==> src/rtl/fetch_unit.sv <==
// Instruction fetch unit: issues one instruction-memory request at a time and
// buffers returned words in a DEPTH-entry prefetch queue feeding decode.
// Optional build macro FETCH_PERF_EN adds the starve_cnt performance counter.
module fetch_unit #(
  parameter int unsigned DEPTH    = 4,
  parameter logic [15:0] RESET_PC = 16'h0000
) (
  input  logic        clk,
  input  logic        rst,
  output logic        imem_req,
  output logic [15:0] imem_addr,
  input  logic        imem_ack,
  input  logic [15:0] imem_rdata,
  output logic        instr_valid,
  output logic [15:0] instr,
  output logic [15:0] instr_pc,
  input  logic        id_ready,
  input  logic        redirect,
  input  logic [15:0] redirect_pc,
  input  logic        hlt
`ifdef FETCH_PERF_EN
  ,
  output logic [15:0] starve_cnt
`endif
);

  localparam int unsigned PtrW = $clog2(DEPTH);
  localparam int unsigned CntW = PtrW + 1;
  localparam logic [CntW-1:0] DepthCnt = CntW'(DEPTH);

  typedef enum logic [1:0] {StIdle, StWait, StDiscard, StHalted} state_e;

  state_e          state_q, state_d;
  logic [15:0]     fetch_pc_q, fetch_pc_d;
  logic [15:0]     req_addr_q, req_addr_d;
  logic            halt_pend_q, halt_pend_d;
  logic [PtrW-1:0] rd_ptr_q, wr_ptr_q;
  logic [CntW-1:0] count_q;
  logic [15:0]     instr_mem [DEPTH];
  logic [15:0]     pc_mem    [DEPTH];

  logic push, pop, slot_free, hlt_seen;

  // A redirect flushes the queue, so a pop in that cycle is meaningless.
  assign instr_valid = (count_q != '0);
  assign pop         = instr_valid & id_ready & ~redirect;
  // Only one request is ever in flight, so a free slot at issue stays free until its ack.
  assign slot_free   = (count_q < DepthCnt) | pop;
  // Halt seen at any point while a request is in flight takes effect once it completes.
  assign hlt_seen    = hlt | halt_pend_q;

  assign instr    = instr_valid ? instr_mem[rd_ptr_q] : 16'h0000;
  assign instr_pc = instr_valid ? pc_mem[rd_ptr_q]    : 16'h0000;

  // Next-state, fetch address and memory request decode.
  always_comb begin
    state_d    = state_q;
    fetch_pc_d = fetch_pc_q;
    req_addr_d = req_addr_q;
    push       = 1'b0;
    imem_req   = 1'b0;
    imem_addr  = fetch_pc_q;
    unique case (state_q)
      StIdle: begin
        if (hlt) begin
          state_d = StHalted;
        end else if (!redirect && slot_free) begin
          state_d    = StWait;
          req_addr_d = fetch_pc_q;
        end
      end
      StWait: begin
        imem_req  = 1'b1;
        imem_addr = req_addr_q;
        if (imem_ack) begin
          push = ~redirect;
          if (!redirect) begin
            fetch_pc_d = req_addr_q + 16'd1;
          end
          state_d = hlt_seen ? StHalted : StIdle;
        end else if (redirect) begin
          state_d = StDiscard;
        end
      end
      StDiscard: begin
        // Old address held until memory answers; that answer is thrown away.
        imem_req  = 1'b1;
        imem_addr = req_addr_q;
        if (imem_ack) begin
          state_d = hlt_seen ? StHalted : StIdle;
        end
      end
      StHalted: begin
        state_d = StHalted;
      end
      default: begin
        state_d = StIdle;
      end
    endcase
    if (redirect) begin
      fetch_pc_d = redirect_pc;
    end
    halt_pend_d = ((state_d == StWait) || (state_d == StDiscard)) & hlt_seen;
  end

  // Control state and queue pointers; reset overrides every input.
  always_ff @(posedge clk) begin
    if (rst) begin
      state_q     <= StIdle;
      fetch_pc_q  <= RESET_PC;
      req_addr_q  <= RESET_PC;
      halt_pend_q <= 1'b0;
      rd_ptr_q    <= '0;
      wr_ptr_q    <= '0;
      count_q     <= '0;
    end else begin
      state_q     <= state_d;
      fetch_pc_q  <= fetch_pc_d;
      req_addr_q  <= req_addr_d;
      halt_pend_q <= halt_pend_d;
      if (redirect) begin
        rd_ptr_q <= '0;
        wr_ptr_q <= '0;
        count_q  <= '0;
      end else begin
        if (push) begin
          wr_ptr_q <= wr_ptr_q + PtrW'(1);
        end
        if (pop) begin
          rd_ptr_q <= rd_ptr_q + PtrW'(1);
        end
        count_q <= count_q + CntW'(push) - CntW'(pop);
      end
    end
  end

  // Queue storage; stale entries are unreachable once pointers reset.
  always_ff @(posedge clk) begin
    if (push) begin
      instr_mem[wr_ptr_q] <= imem_rdata;
      pc_mem[wr_ptr_q]    <= req_addr_q + 16'd1;
    end
  end

`ifdef FETCH_PERF_EN
  logic [15:0] starve_q;

  // Cycles where decode wanted an instruction but the queue was empty.
  always_ff @(posedge clk) begin
    if (rst) begin
      starve_q <= 16'h0000;
    end else if (id_ready && !instr_valid && !hlt && (starve_q != 16'hFFFF)) begin
      starve_q <= starve_q + 16'd1;
    end
  end

  assign starve_cnt = starve_q;
`endif

endmodule

==> config.mk <==
export PLATFORM = sky130hd
export DESIGN_NAME = fetch_unit
export DESIGN_NICKNAME = d
export VERILOG_FILES = /design/src/rtl/fetch_unit.sv
export SDC_FILE = /design/constraint.sdc
export NUM_CORES = 1
export LEC_CHECK = 0
export BUFFER_PORTS_ARGS = -buffer_cell sky130_fd_sc_hd__buf_2
export CAP_MARGIN = 5
export CORE_MARGIN = 3
export CORE_UTILIZATION = 45
export DETAILED_ROUTE_END_ITERATION = 8
export GPL_ROUTABILITY_DRIVEN = 0
export PLACE_DENSITY = 0.7
export SLEW_MARGIN = 20
export SYNTH_ARGS = -nofsm -noshare
export SYNTH_HDL_FRONTEND = slang
export SYNTH_SLANG_ARGS = --single-unit
==> constraint.sdc <==
create_clock -name clk -period 2.6 [get_ports clk]
set_input_delay 0.13 -clock clk [delete_from_list [all_inputs] [get_ports clk]]
set_output_delay 0.13 -clock clk [all_outputs]
set_load 0.05 [all_outputs]
**Word level (Yosys, flattened, before mapping)**

Memory sizes are Yosys's and may differ from the RTL's. A register that Yosys moved wholly into a read port is not among the register bits.
Cells that the tools add are included.

- Magnitude comparators: 1
- Bitwise gates (word level): 7
- Add/subtract/negate cells: 5
- Reduce and logical (&&, ||, !) cells: 11
- Multiplexer cells: 22
- Equal/unequal tests: 5

Operator list:

| operator | number |
|---|---|
| 16-bit two-way mux | 6 |
| 2-bit two-way mux | 10 |
| 16-bit by 1-bit adder with 16-bit output (second input constant) | 1 |
| 2-bit case mux with 4 select lines | 1 |
| 2-bit == test (second input constant) | 3 |
| 1-bit two-way mux | 5 |
| 2-bit by 1-bit adder with 2-bit output (second input constant) | 2 |
| 2-bit by 1-bit == test with 1-bit output (second input constant) | 2 |
| 2-bit nonzero test | 2 |
| 2-bit OR reduction | 2 |
| 3-bit by 1-bit adder with 3-bit output | 1 |
| 1-bit bitwise AND | 3 |
| 3-bit less-than comparator (second input constant) | 1 |
| 3-bit AND reduction | 1 |
| 3-bit nonzero test | 1 |
| 3-bit by 1-bit subtractor with 3-bit output | 1 |
| 2-bit zero test | 1 |
| 1-bit NOT | 2 |
| 1-bit OR | 2 |
| 2-bit AND reduction | 1 |
| 1-bit logical AND | 1 |
| 1-bit zero test | 1 |
| 1-bit logical OR | 1 |

- Register bits after elaboration: 42
- Word-level logic and storage cells: 60
- Bits of input ports: 38
- Memories kept: 2
- Memory bits (writable): 128
- Output and inout bits: 50

Memory list:

| name | words | width | rd ports | clocked after memory_dff | wr ports | RTL line | text |
|---|---|---|---|---|---|---|---|
| instr_mem | 4 | 16 | 1 | 1 | 1 | 39 | `logic [15:0] instr_mem [DEPTH];` |
| pc_mem | 4 | 16 | 1 | 1 | 1 | 40 | `logic [15:0] pc_mem [DEPTH];` |

**Logic depth before layout (Yosys ltp)**

- Word-level depth: 11
- Depth in mapped cells: 13
- Depth with buffers taken out: 13

**Worst setup path before layout**

OpenSTA, ideal clock, no wires.

- Path kind: reg2reg
- From: register state_q[1]
- To: memory instr_mem[0][0], enable pin
- Data arrival time: 2166 ps
- Required time: 2208 ps
- Stages on the path, launching flop included: 7
- Setup slack: 42 ps
- Period minus slack after synthesis: 2558 ps
- Cell sequence: dfxtp_1 inv_1 ha_1 and2_1 clkbuf_1 clkbuf_1 and3_1

- Word-level cells in the longest chain between the ends: 4

RTL lines:

| element | RTL line | text |
|---|---|---|
| start, declared | 33 | `state_e state_q, state_d;` |
| start signal, assigned | 109 | `state_q <= StIdle;` |
| start signal, assigned | 117 | `state_q <= state_d;` |
| 2-bit by 1-bit == test with 1-bit output | 63 | `unique case (state_q)` |
| 1-bit two-way mux | 63 |  |
| 1-bit two-way mux | 139 | `if (push) begin` |
| 1-bit two-way mux (not written as such) | 140 | `instr_mem[wr_ptr_q] <= imem_rdata;` |
| end, declared | 39 |  |

No other way between the ends.

**Worst setup path after layout**

- From: register state_q[1]
- To: register count_q[2]

- Word-level cells in the longest chain between the ends: 4

RTL lines:

| element | RTL line | text |
|---|---|---|
| 2-bit by 1-bit == test with 1-bit output | 63 |  |
| 1-bit two-way mux | 63 |  |
| 3-bit by 1-bit adder with 3-bit output | 132 | `count_q <= count_q + CntW'(push) - CntW'(pop);` |
| 3-bit by 1-bit subtractor with 3-bit output | 132 |  |
| end signal, assigned | 132 |  |
| end, declared | 38 | `logic [CntW-1:0] count_q;` |

No other way between the ends.
A chain may end at the register's enable or synchronous reset.

==> flow_summary.ini <==
[synth]
synthTopCellsByArea = edfxtp_1 (53%), dfxtp_1 (12%), mux4_2 (10%)
synth.top_cell.area_share_pct = 53.1
synth_top_area_cell = edfxtp_1
yosys_warnings = 0
synthArstFlopShare_pct = 0
synth.distinct_cells = 40
syn_nets = 535
ys_ff_latch = 172
syn_inst = 484
synth_area_sq_mm = 0.00724
seq_area_frac_synth_pct = 65.2
synth_common_cells = edfxtp_1 (128), nor2_1 (48), dfxtp_1 (44), nor2b_1 (33), mux4_2 (32)
syn_avg_cell_area_sq_um = 15.0
dominantRegCellSynth = edfxtp_1
synth_edf_count = 128
yosysMostFrequentCell = edfxtp_1

[drt]
drtAntennaViolNets = 0
drt_iter0_drc = 325
drc_errors = 0
finalWirelength_um = 14800
wl_met1_um = 6550
top_layer = met4
met3_length_um = 864
drt_pass1_iterations = 7
via_per_inst = 5.34
via_count = 4440
routedWlPerCell_um = 17.8
route.met2.wl_um = 7230

[setup_path]
critPathSlowestCell = fa_1
crit_buf_inv = 4
arrival_ps = 2650
cp.required_ps = 2910
end_kind = flip-flop
worst-path-max-fanout = 4
crit_chain = inv_1 -> ha_1 -> nand2_1 -> nor2_1 -> inv_1 -> ha_1 -> inv_1 -> ha_1 -> inv_1 -> fa_1 -> xor2_1 -> xnor2_1 -> nor2_1
slowest_delay_ps = 360
crit_path_frequent_cell = inv_1
startpoint = state_q[1]
reg2regPathDepth = 13
reg2reg_slack_ps = 250
critPathLaunchType = flip-flop
r2r_end = count_q[2]
r2r-start = state_q[1]
path_class = flip-flop to flip-flop
crit_cells = 13
critical-path-top-delay-family = adder cells
endpoint = count_q[2]

[power_and_ir_drop]
p_clk_share_pct = 36.8
pwr-share-seq_pct = 45.2
power_leakage_nw = 3.31
peakVddDrop_mv = 0.623
p_sw_share_pct = 27.5
powerDensity_mw_per_mm2 = 778
p_comb_share_pct = 18.0
power_switching_mw = 1.89
p_int_mw = 4.99

[floorplanning]
die_area_sq_mm = 0.0176
die_w_um = 133
initial_core_util_pct = 46.8
row_count = 45
ios = 88
dieHeight_um = 133
coreArea_sq_mm = 0.0155

[sta]
period_share_pct = 90.3
max_freq_mhz = 426
relSlewSlack_pct = 55.1
finalHoldViolCount = 0
period_needed_ps = 2350
worst-slew-pin-transition_ps = 674
fin_hold_ws_ps = 15.5
drv_slew = 0
rsz0062_at_grt = false
finalSetupTns_ps = 0
skew_ps = 7.36
setup_viol_count_final = 0
finalWorstSetupSlack_ps = 253

[grt]
grt_max_degree = 38
track_usage_pct = 17.5
grt_remaining_overflow = 0
antenna_found_initial = 0
grt_pass1_vias = 4605
grt_pass1_wl_um = 23900

[clock_network]
insertion_delay_ps = 420
cts_tree = done
cts_root_buf = clkbuf_16
clockBufferDepth = 2
cts_buffers = 17
htreeDepth = 4
clk_pin_slew_ps = 60
postCtsSetupBuffers = 0
cts_sinks = 172

[run_status]
status = complete, no violations

[finish]
nets = 659
drive_gt1_share_pct = 30.3
n_antenna_cell = 0
syn_to_final_growth_pct = 22.2

[placed_design]
dp_hpwl_um = 9260
port_buffers = 87
dp_slack_ps = 282

[min_path]
hp-class = input port to flip-flop

[job]
drv_cap = 0
-- timing repair --
action,CTS,global route
hold endpoints to repair,78,0
hold buffers,30,0
gates resized for setup,0,0
-- sequential cells by signal (all words and copies together), names as in the netlist, named ones only --
name         cells
instr_mem       64
wr_ptr_q         2
count_q          3
req_addr_q      16
state_q          2
fetch_pc_q      16
pc_mem          64
halt_pend_q      1
rd_ptr_q         2
-- stage by stage --
step	instance area [sq um]	power, mW	std cells	utilization [%]
3_5_place_dp	7950	4.37	770	51.3
6_report	8840	6.88	832	57.1
2_1_floorplan	7240	4.07	484	-
3_3_place_gp	7950	4.33	770	51.3
5_1_grt	8840	7.16	832	57.1
4_1_cts	8840	6.93	832	57.1
-- layout by cell type, fill, tap and decap left out, drive strengths merged, types with 4 or more instances in the layout --
cell type	n
inv	14
edfxtp	128
dfxtp	44
clkinv	7
dlygate4sd3	30
nand2	22
nand3	6
buf	102
nand4	5
mux2	16
o21ai	8
a21oi	12
ha	12
xnor2	14
clkbuf	17
and3	10
a221oi	4
mux2i	17
nor2	48
mux4	32
nor2b	33
-- kinds of logic after synthesis --
| kind of cell | synth area share, % |
|---|---|
| adder cells (fa/ha/maj) | 2.35 |
| AND/OR/NAND/NOR | 10.2 |
| XOR/XNOR | 2.06 |
| AO/OA/AOI/OAI | 3.25 |
| multiplexers | 14.8 |
| buffers and inverters | 2.14 |
| flip-flops | 65.2 |
-- power groups by stage --
stage | Sequential, mW | Combinational [mW] | Clock (mW)
2_1_floorplan | 3.15 | 0.920 | 0
3_3_place_gp | 3.16 | 1.17 | 0
3_5_place_dp | 3.17 | 1.20 | 0
4_1_cts | 3.11 | 1.25 | 2.57
5_1_grt | 3.12 | 1.34 | 2.71
6_report | 3.11 | 1.24 | 2.53
-- cell type report --
class / count / area [sq um]
Tap cell: 211 / 264
Inverter: 11 / 41.3
Fill cell: 1230 / 6640
Clock buffer: 17 / 425
Timing Repair Buffer: 132 / 848
Multi-Input combinational cell: 274 / 2370
Clock inverter: 15 / 169
Sequential cell: 172 / 4730
-- worst reg2reg max path, delay by kind of cell (launching register included) --
family | cells | cell delay [ps]
adders and majority gates | 4 | 1000
DFF | 1 | 350
xor gates and xnor gates | 2 | 300
buffers and inverters | 4 | 300
and+or+nand+nor | 3 | 270
-- how the worst min path moves through the flow --
stage                         start                to  slack (ps)  cells after the start
floorplan             imem_rdata[0]   instr_mem[0][0]         230                      0
global placement     imem_rdata[14]  instr_mem[2][14]         340                      1
detailed placement   imem_rdata[15]  instr_mem[0][15]         350                      1
CTS                 redirect_pc[15]    fetch_pc_q[15]           2                      3
global route        redirect_pc[15]    fetch_pc_q[15]           7                      3
finish               redirect_pc[2]     fetch_pc_q[2]          20                      4
-- per-layer routing --
| layer | track usage, % | up-vias |
|---|---|---|
| li1 | - | 2057 |
| met1 | 23.0 | 2217 |
| met2 | 28.6 | 150 |
| met3 | 4.56 | 16 |
| met4 | 5.25 | 0 |
| met5 | 0 | - |
Power figures use the tool's default switching activity.
